<file path="src/rtl/alu_writeback.sv">
// alu_writeback: write-back stage after the ALU.
// Accepts one ALU result per valid/ready transfer. For byte ops it merges the
// result into the old destination word. It merges the selected ALU flags into
// the PSR and buffers the merged entry for the register-file write port.
// Build option: define ALU_WB_SKID_EN for a 2-entry skid buffer with a
// registered in_ready. Leave it undefined for a single-entry output register.
module alu_writeback #(
   parameter int          DATA_W    = 16,
   parameter logic [7:0]  PSR_RESET = 8'hC0
) (
   input  logic              clk,
   input  logic              reset,
   input  logic              in_valid,
   output logic              in_ready,
   input  logic [DATA_W-1:0] in_result,
   input  logic [5:0]        in_flags,
   input  logic [5:0]        in_flag_mask,
   input  logic              in_size,
   input  logic [DATA_W-1:0] in_dest_old,
   input  logic              in_wb_en,
   output logic              out_valid,
   input  logic              out_ready,
   output logic [DATA_W-1:0] out_data,
   output logic              out_wb_en,
   output logic [7:0]        psr,
   input  logic              psr_we,
   input  logic [7:0]        psr_wdata
);

   logic              acc;
   logic              drain;
   logic [DATA_W-1:0] merged_data;
   logic [7:0]        psr_q;
   logic [7:0]        psr_merged;

   // AC and P have no home in the PSR. The low destination byte is always
   // replaced by a byte op.
   logic unused_inputs;
   assign unused_inputs = ^{in_flags[3], in_flags[0], in_flag_mask[3],
                            in_flag_mask[0], in_dest_old[7:0]};

   assign acc   = in_valid & in_ready;
   assign drain = out_valid & out_ready;
   assign psr   = psr_q;

   // Byte op keeps the old upper byte; word op passes the result through.
   always_comb begin
      merged_data = in_result;
      if (!in_size) begin
         merged_data = {in_dest_old[DATA_W-1:8], in_result[7:0]};
      end
   end

   // Flag merge into Z/C/V/N. The upper nibble (D, U, I1:I0) is never touched.
   always_comb begin
      psr_merged = psr_q;
      if (in_flag_mask[5]) psr_merged[0] = in_flags[5];
      if (in_flag_mask[1]) psr_merged[1] = in_flags[1];
      if (in_flag_mask[2]) psr_merged[2] = in_flags[2];
      if (in_flag_mask[4]) psr_merged[3] = in_flags[4];
   end

   // PSR register. A direct write overrides a same-cycle flag merge.
   always_ff @(posedge clk) begin
      if (reset) begin
         psr_q <= PSR_RESET;
      end else if (psr_we) begin
         psr_q <= psr_wdata;
      end else if (acc) begin
         psr_q <= psr_merged;
      end
   end

`ifdef ALU_WB_SKID_EN
   logic              e0_full;
   logic              e1_full;
   logic [DATA_W-1:0] e0_data;
   logic [DATA_W-1:0] e1_data;
   logic              e0_wb;
   logic              e1_wb;

   // in_ready depends only on a flop, so out_ready has no path into it.
   assign in_ready  = ~e1_full;
   assign out_valid = e0_full;
   assign out_data  = e0_data;
   assign out_wb_en = e0_wb;

   // Two-entry skid buffer. e0 is the head. e1 fills only when the head
   // stalls, and in_ready is low while e1 is occupied, so no accept happens then.
   always_ff @(posedge clk) begin
      if (reset) begin
         e0_full <= 1'b0;
         e1_full <= 1'b0;
         e0_data <= '0;
         e1_data <= '0;
         e0_wb   <= 1'b0;
         e1_wb   <= 1'b0;
      end else if (e1_full) begin
         if (drain) begin
            e0_data <= e1_data;
            e0_wb   <= e1_wb;
            e1_full <= 1'b0;
         end
      end else if (e0_full) begin
         if (acc && drain) begin
            e0_data <= merged_data;
            e0_wb   <= in_wb_en;
         end else if (acc) begin
            e1_data <= merged_data;
            e1_wb   <= in_wb_en;
            e1_full <= 1'b1;
         end else if (drain) begin
            e0_full <= 1'b0;
         end
      end else if (acc) begin
         e0_data <= merged_data;
         e0_wb   <= in_wb_en;
         e0_full <= 1'b1;
      end
   end
`else
   logic              e0_full;
   logic [DATA_W-1:0] e0_data;
   logic              e0_wb;

   assign in_ready  = ~e0_full | out_ready;
   assign out_valid = e0_full;
   assign out_data  = e0_data;
   assign out_wb_en = e0_wb;

   // Single output register. An accept in the same cycle as a drain replaces the entry.
   always_ff @(posedge clk) begin
      if (reset) begin
         e0_full <= 1'b0;
         e0_data <= '0;
         e0_wb   <= 1'b0;
      end else if (acc) begin
         e0_data <= merged_data;
         e0_wb   <= in_wb_en;
         e0_full <= 1'b1;
      end else if (drain) begin
         e0_full <= 1'b0;
      end
   end
`endif

endmodule
</file>
<file path="config.mk">
export PLATFORM = sky130hd
export DESIGN_NAME = alu_writeback
export DESIGN_NICKNAME = d
export VERILOG_FILES = /design/src/rtl/alu_writeback.sv
export SDC_FILE = /design/constraint.sdc
export NUM_CORES = 1
export LEC_CHECK = 0
export BUFFER_PORTS_ARGS = -buffer_cell sky130_fd_sc_hd__buf_2
export CAP_MARGIN = 20
export CORE_ASPECT_RATIO = 1.75
export CORE_MARGIN = 8
export CORE_UTILIZATION = 36
export DETAILED_ROUTE_END_ITERATION = 10
export GPL_ROUTABILITY_DRIVEN = 0
export PLACE_DENSITY = 0.75
export SLEW_MARGIN = 20
export SYNTH_ARGS = -nofsm -noshare
export SYNTH_HDL_FRONTEND = slang
export SYNTH_SLANG_ARGS = --single-unit
</file>
<file path="constraint.sdc">
create_clock -name clk -period 1.3 [get_ports clk]
set_clock_uncertainty 0.05 [all_clocks]
set_input_delay 0.39 -clock clk [delete_from_list [all_inputs] [get_ports clk]]
set_output_delay 0.39 -clock clk [all_outputs]
set_load 0.05 [all_outputs]
</file>
==> results of run 1 <==
-- cells in the mapped netlist --
cell type / number
sky130_fd_sc_hd__nor4_1: 4
sky130_fd_sc_hd__a311oi_1: 4
sky130_fd_sc_hd__nor2b_4: 1
sky130_fd_sc_hd__nand2_1: 4
sky130_fd_sc_hd__buf_8: 1
sky130_fd_sc_hd__buf_2: 4
sky130_fd_sc_hd__inv_2: 1
sky130_fd_sc_hd__clkbuf_1: 1
sky130_fd_sc_hd__nor2b_1: 2
sky130_fd_sc_hd__buf_6: 6
sky130_fd_sc_hd__inv_4: 1
sky130_fd_sc_hd__nand3_1: 9
sky130_fd_sc_hd__mux2i_1: 10
sky130_fd_sc_hd__a2111oi_2: 3
sky130_fd_sc_hd__a21oi_2: 1
sky130_fd_sc_hd__clkbuf_2: 1
sky130_fd_sc_hd__dfxtp_1: 26
sky130_fd_sc_hd__a21oi_1: 17
sky130_fd_sc_hd__a211o_1: 2
sky130_fd_sc_hd__inv_1: 4
sky130_fd_sc_hd__a2111oi_1: 1
sky130_fd_sc_hd__o21ai_0: 9
sky130_fd_sc_hd__a211oi_1: 8
sky130_fd_sc_hd__nor2_1: 3
-- worst paths after layout --
path	start	to	slack [ps]	cells past startpoint
max	out_valid$_SDFFE_PP0P_	in_ready	-130	3
min	psr_wdata[7]	psr[7]$_SDFFE_PP1P_	270	2
max reg2reg	out_valid$_SDFFE_PP0P_	psr[3]$_SDFFE_PP0P_	-70	6
min reg2reg	out_wb_en$_SDFFE_PP0P_	out_wb_en$_SDFFE_PP0P_	420	2
-- power by group through the flow --
stage | clock [mW] | combinational, mW | sequential [mW]
4_1_cts | 0.480 | 0.587 | 0.881
5_1_grt | 0.521 | 0.681 | 0.896
3_3_place_gp | 0 | 0.531 | 0.894
3_5_place_dp | 0 | 0.538 | 0.895
2_1_floorplan | 0 | 0.184 | 1.09
6_report | 0.465 | 0.645 | 0.889
-- cells by family after synthesis --
family | after synthesis
AO/OA/AOI/OAI | 45
flip-flops | 26
AND/OR/NAND/NOR | 23
buffers and inverters | 19
multiplexers | 10
-- final cells by class --
class                           count  area, sq um
Tap cell                           43         53.8
Clock buffer                        4         45.0
Inverter                            6         25.0
Multi-Input combinational cell     78          656
Sequential cell                    26          526
Fill cell                         296         1220
Timing Repair Buffer               86          612
-- layer usage --
layer	wire length [um]	global-route usage (%)	share of wire [%]	vias to the layer above
met1	1370	11.8	37	581
met3	333	5.31	8.9	7
li1	-	-	-	606
met5	0	0	0	-
met4	71	5.42	1.9	0
met2	1970	23.4	53	49
-- flip-flops by register name, summed over array words and instances (netlist names) --
register,flops
out_data,16
out_wb_en,1
out_valid,1
psr,8
-- timing repair --
action | in CTS | in global routing
hold endpoints to repair | 0 | 0
gates resized for setup | 33 | 47
gates cloned | 0 | 0
setup endpoints to repair | 34 | 23
hold buffers | 0 | 0
setup buffers | 2 | 2
pin swaps | 0 | 10
-- cell usage in the layout (no fill, tap or decap), drive strengths merged --
| master | netlist | layout |
|---|---|---|
| inv | 6 | 6 |
| nand3 | 9 | 9 |
| a21oi | 18 | 18 |
| o21ai | 9 | 9 |
| mux2i | 10 | 10 |
| dfxtp | 26 | 26 |
| clkbuf | 2 | 4 |
| a211o | 2 | 2 |
| a2111oi | 4 | 4 |
| nor2b | 3 | 3 |
| buf | 11 | 86 |
| nand2 | 4 | 4 |
| a211oi | 8 | 8 |
| nor2 | 3 | 3 |
| nor4 | 4 | 4 |
| a311oi | 4 | 4 |
-- critical path: stages, from the launching register on --
cell                      delay, ps
sky130_fd_sc_hd__dfxtp_4        350
sky130_fd_sc_hd__nor2b_4        170
sky130_fd_sc_hd__inv_4           60
sky130_fd_sc_hd__buf_8          140
-- metrics by stage --
step,TNS (ps),util (%)
3_3_place_gp,-1130,50.2
6_report,-589,61.0
3_5_place_dp,-1220,50.2
5_1_grt,-1390,61.0
2_1_floorplan,-156,-
4_1_cts,-144,55.3
==> metrics.txt, run 1 <==
# TYPE chip_impl_metric gauge
chip_impl_metric{name="total_power_of_the_final_layout",unit="mW"} 2.00
chip_impl_metric{name="drt-pass1-iter-count",unit=""} 3
chip_impl_metric{name="share_seq_of_total_power",unit="%"} 44.5
chip_impl_metric{name="power.ir.vdd_worst",unit="V"} 0.000775
chip_impl_metric{name="cell_internal_pwr",unit="mW"} 1.32
chip_impl_metric{name="num_antenna_cells",unit=""} 0
chip_impl_metric{name="count_of_clock_tree_sinks",unit=""} 26
chip_impl_info{name="grt_setup_unrepaired",value="yes"} 1
chip_impl_metric{name="power_density",unit="mW/mm^2"} 1040
chip_impl_info{name="hp-class",value="input port to register"} 1
chip_impl_metric{name="clock_power_share",unit="%"} 23.3
chip_impl_metric{name="clk_latency",unit="ps"} 270
chip_impl_info{name="critPathLaunchType",value="register"} 1
chip_impl_metric{name="post_synth.cell_area_avg",unit="sq um"} 9.64
chip_impl_metric{name="routed-via-count",unit=""} 1243
chip_impl_metric{name="drt_total_wl",unit="um"} 3750
chip_impl_metric{name="compound_gate_portion_of_the_synthesized_area",unit="%"} 25.8
chip_impl_metric{name="numCtsBuffers",unit=""} 3
chip_impl_metric{name="synth_seq_cells",unit=""} 26
chip_impl_metric{name="clk_transition_reported_paths",unit="ps"} 90
chip_impl_metric{name="grt_pass1_wl",unit="um"} 5530
chip_impl_metric{name="antenna_found_initial",unit=""} 0
chip_impl_metric{name="period_minus_slack",unit="ps"} 1430
chip_impl_metric{name="finalSetupViolations",unit=""} 17
chip_impl_metric{name="synth_area",unit="sq mm"} 0.00119
chip_impl_metric{name="seq_area_frac_synth",unit="%"} 43.9
chip_impl_metric{name="syn_nets",unit=""} 182
chip_impl_metric{name="net_total_in_the_final_layout",unit=""} 260
chip_impl_metric{name="place.detailed.hpwl",unit="um"} 2790
chip_impl_info{name="area_contributors_post_synth",value="sky130_fd_sc_hd__dfxtp_1, sky130_fd_sc_hd__mux2i_1, sky130_fd_sc_hd__a21oi_1"} 1
chip_impl_metric{name="route.antenna.remaining_nets",unit=""} 0
chip_impl_metric{name="placed_cells",unit=""} 235
chip_impl_info{name="cts_tree",value="built"} 1
chip_impl_metric{name="placementRows",unit=""} 27
chip_impl_metric{name="layoutNonFillerInstCount",unit=""} 243
chip_impl_info{name="violations_in_the_final_reports",value="setup timing"} 1
chip_impl_metric{name="post_drt_wl_per_cell",unit="um"} 15.4
chip_impl_metric{name="synth_cell_type_count",unit=""} 24
chip_impl_metric{name="cts_htree_levels",unit=""} 1
chip_impl_metric{name="dp_slack",unit="ps"} -139
chip_impl_metric{name="coreArea",unit="sq mm"} 0.00314
chip_impl_metric{name="post_synthesis_adder_cell_area_fraction",unit="%"} 0
chip_impl_metric{name="initial_utilization",unit="%"} 37.8
chip_impl_metric{name="p_leak",unit="nW"} 0.849
chip_impl_metric{name="portion_of_netlist_area_occupied_by_mux_cells",unit="%"} 8.44
chip_impl_info{name="synth_top_family_by_area",value="compound AO/OA/AOI/OAI gates"} 1
chip_impl_info{name="clk_root_buffer_cell",value="sky130_fd_sc_hd__clkbuf_8"} 1
chip_impl_info{name="status",value="finished with violations"} 1
chip_impl_info{name="category_of_the_worst_setup_path_capture_point",value="output port"} 1
chip_impl_metric{name="pwr-share-comb",unit="%"} 32.3
chip_impl_metric{name="die_width",unit="um"} 59.4
chip_impl_metric{name="hold-worst-slack",unit="ps"} 273
chip_impl_metric{name="crit_arrival",unit="ps"} 990
chip_impl_metric{name="clock.fmax",unit="GHz"} 0.700
chip_impl_metric{name="grt_usage",unit="%"} 12.8
chip_impl_metric{name="drt_iter0_drc",unit=""} 14
chip_impl_metric{name="layout.cell_area.non_filler",unit="sq mm"} 0.00192
chip_impl_metric{name="synth-simple-area-share",unit="%"} 10.3
chip_impl_info{name="worst-setup-path-type",value="register to output port"} 1
chip_impl_metric{name="cts.path.max_buffers",unit=""} 2
chip_impl_metric{name="vias_per_cell",unit=""} 5.12
chip_impl_metric{name="drc",unit=""} 0
chip_impl_metric{name="synth_top_area_share",unit="%"} 43.9
chip_impl_metric{name="placed_cell_area",unit="sq mm"} 0.00158
chip_impl_metric{name="first_global_vias",unit=""} 1297
chip_impl_metric{name="grt.overflow.total",unit=""} 0
chip_impl_metric{name="die_y",unit="um"} 91.9
chip_impl_metric{name="cp_max_fo",unit=""} 2
chip_impl_metric{name="yosys_warnings",unit=""} 0
chip_impl_metric{name="io-pin-count",unit=""} 86
chip_impl_metric{name="number_of_maximum_capacitance_constraint_violations",unit=""} 0
chip_impl_metric{name="buffer_ports.inserted",unit=""} 73
chip_impl_metric{name="yosys.area_share.xor_xnor",unit="%"} 0
chip_impl_metric{name="layout-drive-gt1-share",unit="%"} 59.0
chip_impl_metric{name="fp.dieArea",unit="sq mm"} 0.00546
chip_impl_metric{name="setup_ws",unit="ps"} -129
chip_impl_metric{name="cp_data_required_time",unit="ps"} 860
chip_impl_metric{name="largest_net_degree_at_the_start_of_global_routing",unit=""} 19
chip_impl_info{name="synth_top_cell_by_area",value="sky130_fd_sc_hd__dfxtp_1"} 1
chip_impl_metric{name="final-max-slew-violation-count",unit=""} 0
chip_impl_metric{name="worst-slew-pin-transition",unit="ps"} 494
chip_impl_metric{name="slew_headroom",unit="%"} 67.1
chip_impl_metric{name="switchingPower",unit="mW"} 0.676
chip_impl_metric{name="postSynthCellCount",unit=""} 123
chip_impl_metric{name="area_growth",unit="%"} 61.6
chip_impl_metric{name="report.final.hold_viol_count",unit=""} 0
chip_impl_metric{name="switching_share",unit="%"} 33.8
chip_impl_metric{name="final_worst_path_period_share",unit="%"} 110
Note: power is estimated with default switching activity, not from simulation.
==> run 2: changes to the inputs <==
- CELL_PAD_IN_SITES_DETAIL_PLACEMENT: unset -> 1
- CELL_PAD_IN_SITES_GLOBAL_PLACEMENT: unset -> 2
- CORE_UTILIZATION: 36 -> 20
- CTS_BUF_LIST: unset -> sky130_fd_sc_hd__clkbuf_4
- CTS_CLUSTER_DIAMETER: unset -> 120
- PLACE_DENSITY: 0.75 -> unset
- PLACE_DENSITY_LB_ADDON: unset -> 0.1
==> metrics.txt, run 2 (synthesis gave the netlist of run 1 again) <==
# TYPE chip_impl_metric gauge
chip_impl_metric{name="routed-via-count",unit=""} 1267
chip_impl_metric{name="total_power_of_the_final_layout",unit="mW"} 2.00
chip_impl_metric{name="area_growth",unit="%"} 80.0
chip_impl_info{name="cts_tree",value="built"} 1
chip_impl_metric{name="layoutNonFillerInstCount",unit=""} 283
chip_impl_info{name="clk_root_buffer_cell",value="sky130_fd_sc_hd__clkbuf_4"} 1
chip_impl_metric{name="initial_utilization",unit="%"} 20.5
chip_impl_metric{name="grt_usage",unit="%"} 10.4
chip_impl_info{name="final_common_cell",value="sky130_fd_sc_hd__buf_2"} 1
chip_impl_metric{name="cp_max_fo",unit=""} 2
chip_impl_metric{name="p_leak",unit="nW"} 0.919
chip_impl_metric{name="net_total_in_the_final_layout",unit=""} 265
chip_impl_metric{name="worst-slew-pin-transition",unit="ps"} 472
chip_impl_metric{name="drc",unit=""} 0
chip_impl_metric{name="clk_latency",unit="ps"} 330
chip_impl_metric{name="drt_total_wl",unit="um"} 4670
chip_impl_info{name="worst-setup-path-type",value="register to output port"} 1
chip_impl_metric{name="share_seq_of_total_power",unit="%"} 45.6
chip_impl_metric{name="setup_ws",unit="ps"} -183
chip_impl_metric{name="switching_share",unit="%"} 34.8
chip_impl_info{name="violations_in_the_final_reports",value="setup timing"} 1
chip_impl_metric{name="die_y",unit="um"} 118
chip_impl_metric{name="grt_pass1_wl",unit="um"} 7020
chip_impl_info{name="critical_path.cell_chain",value="nor2b_4 > inv_4 > buf_8"} 1
chip_impl_metric{name="vias_per_cell",unit=""} 4.48
chip_impl_metric{name="place.detailed.hpwl",unit="um"} 3480
chip_impl_metric{name="dp_slack",unit="ps"} -116
chip_impl_metric{name="count_of_clock_tree_sinks",unit=""} 26
chip_impl_metric{name="cts.path.max_buffers",unit=""} 2
chip_impl_metric{name="route.antenna.remaining_nets",unit=""} 0
chip_impl_metric{name="largest_register_ff_count",unit=""} 16
chip_impl_metric{name="fp.dieArea",unit="sq mm"} 0.00875
chip_impl_info{name="critPathLaunchType",value="register"} 1
chip_impl_metric{name="drt_iter0_drc",unit=""} 37
chip_impl_metric{name="slew_headroom",unit="%"} 68.5
chip_impl_metric{name="hold-worst-slack",unit="ps"} 219
chip_impl_metric{name="die_width",unit="um"} 74.2
chip_impl_metric{name="clk_transition_reported_paths",unit="ps"} 150
chip_impl_metric{name="pwr-share-comb",unit="%"} 36.2
chip_impl_metric{name="cell_internal_pwr",unit="mW"} 1.30
chip_impl_info{name="worst_path_max_delay_cell",value="sky130_fd_sc_hd__dfxtp_4"} 1
chip_impl_metric{name="placementRows",unit=""} 37
chip_impl_metric{name="cp_data_required_time",unit="ps"} 860
chip_impl_metric{name="clock_power_share",unit="%"} 18.2
chip_impl_info{name="status",value="finished with violations"} 1
chip_impl_metric{name="period_minus_slack",unit="ps"} 1480
chip_impl_metric{name="buffer_ports.inserted",unit=""} 73
chip_impl_metric{name="finalSetupViolations",unit=""} 3
chip_impl_metric{name="final-max-slew-violation-count",unit=""} 0
chip_impl_metric{name="post_drt_wl_per_cell",unit="um"} 16.5
chip_impl_metric{name="critical_path_buf_inv_count",unit=""} 2
chip_impl_metric{name="report.final.hold_viol_count",unit=""} 0
chip_impl_info{name="hp-class",value="input port to register"} 1
chip_impl_metric{name="numCtsBuffers",unit=""} 3
chip_impl_info{name="cp_top_family",value="flip-flops"} 1
chip_impl_metric{name="num_antenna_cells",unit=""} 0
chip_impl_metric{name="cts_htree_levels",unit=""} 1
chip_impl_metric{name="crit_arrival",unit="ps"} 1040
chip_impl_metric{name="fin_setup_tns",unit="ps"} -295
chip_impl_metric{name="number_of_maximum_capacitance_constraint_violations",unit=""} 0
chip_impl_metric{name="drt-pass1-iter-count",unit=""} 3
chip_impl_metric{name="layout-drive-gt1-share",unit="%"} 67.8
chip_impl_metric{name="clock.fmax",unit="GHz"} 0.674
chip_impl_info{name="category_of_the_worst_setup_path_capture_point",value="output port"} 1
chip_impl_metric{name="final_worst_path_period_share",unit="%"} 114
chip_impl_metric{name="largest_net_degree_at_the_start_of_global_routing",unit=""} 19
chip_impl_metric{name="placed_cells",unit=""} 269
chip_impl_metric{name="slowest_delay",unit="ps"} 370
chip_impl_metric{name="antenna_found_initial",unit=""} 1
chip_impl_metric{name="grt.overflow.total",unit=""} 0
chip_impl_metric{name="coreArea",unit="sq mm"} 0.00579
chip_impl_info{name="grt_setup_unrepaired",value="yes"} 1
chip_impl_metric{name="io-pin-count",unit=""} 86
chip_impl_metric{name="switchingPower",unit="mW"} 0.697
chip_impl_info{name="final_cell_mix",value="sky130_fd_sc_hd__buf_2, sky130_fd_sc_hd__buf_8, sky130_fd_sc_hd__dfxtp_2, sky130_fd_sc_hd__a21oi_1, sky130_fd_sc_hd__buf_4"} 1
chip_impl_metric{name="power_density",unit="mW/mm^2"} 938
chip_impl_metric{name="power.ir.vdd_worst",unit="V"} 0.000396
chip_impl_metric{name="filler_cell_count",unit=""} 687
chip_impl_metric{name="first_global_vias",unit=""} 1419
run 2: final timing paths:
| kind | startpoint | cells after the start | end | slack [ps] |
|---|---|---|---|---|
| setup / recovery | out_valid$_SDFFE_PP0P_ | 3 | in_ready | -180 |
| hold reg to reg | out_data[6]$_SDFFE_PP0P_ | 2 | out_data[6]$_SDFFE_PP0P_ | 450 |
| hold / removal | psr_wdata[7] | 2 | psr[7]$_SDFFE_PP1P_ | 220 |
| setup reg to reg | out_valid$_SDFFE_PP0P_ | 5 | psr[2]$_SDFFE_PP0P_ | 10 |
run 2: power by group through the flow:
stage	sequential (mW)	clock [mW]	combinational (mW)
3_5_place_dp	0.899	0	0.543
2_1_floorplan	1.09	0	0.184
6_report	0.913	0.364	0.724
5_1_grt	0.920	0.418	0.771
3_3_place_gp	0.897	0	0.534
4_1_cts	0.913	0.398	0.667
run 2: through the flow:
step                cell area [sq um]  utilization [%]
detailed placement               1600             27.7
floorplan                        1190                -
global route                     2130             36.9
CTS                              1960             33.9
finish                           2130             36.9
global placement                 1600             27.7
run 2: area by class of cell:
class	count	area, sq um	area share [%]
repair buffers	91	812	38.0
clock buffers	3	22.5	1.06
multi-input cells	78	616	28.8
clock inverters	1	3.75	0.176
flip-flops and latches	26	558	26.1
well taps	78	97.6	4.57
inverters	6	25.0	1.17
run 2: repair_timing:
item | 4_1_cts | 5_1_grt
setup buffers | 4 | 6
hold buffers | 0 | 0
setup endpoints to repair | 30 | 41
pin swaps | 0 | 4
gates resized for setup | 106 | 22
cloned | 0 | 1
run 2: per-layer routing:
metal | track usage [%] | part of all wire (%) | vias up
met3 | 3.41 | 7.4 | 4
met2 | 19.2 | 56 | 43
met5 | 0 | 0.24 | -
li1 | - | - | 616
met4 | 3.33 | 0.75 | 2
met1 | 10.2 | 35 | 602
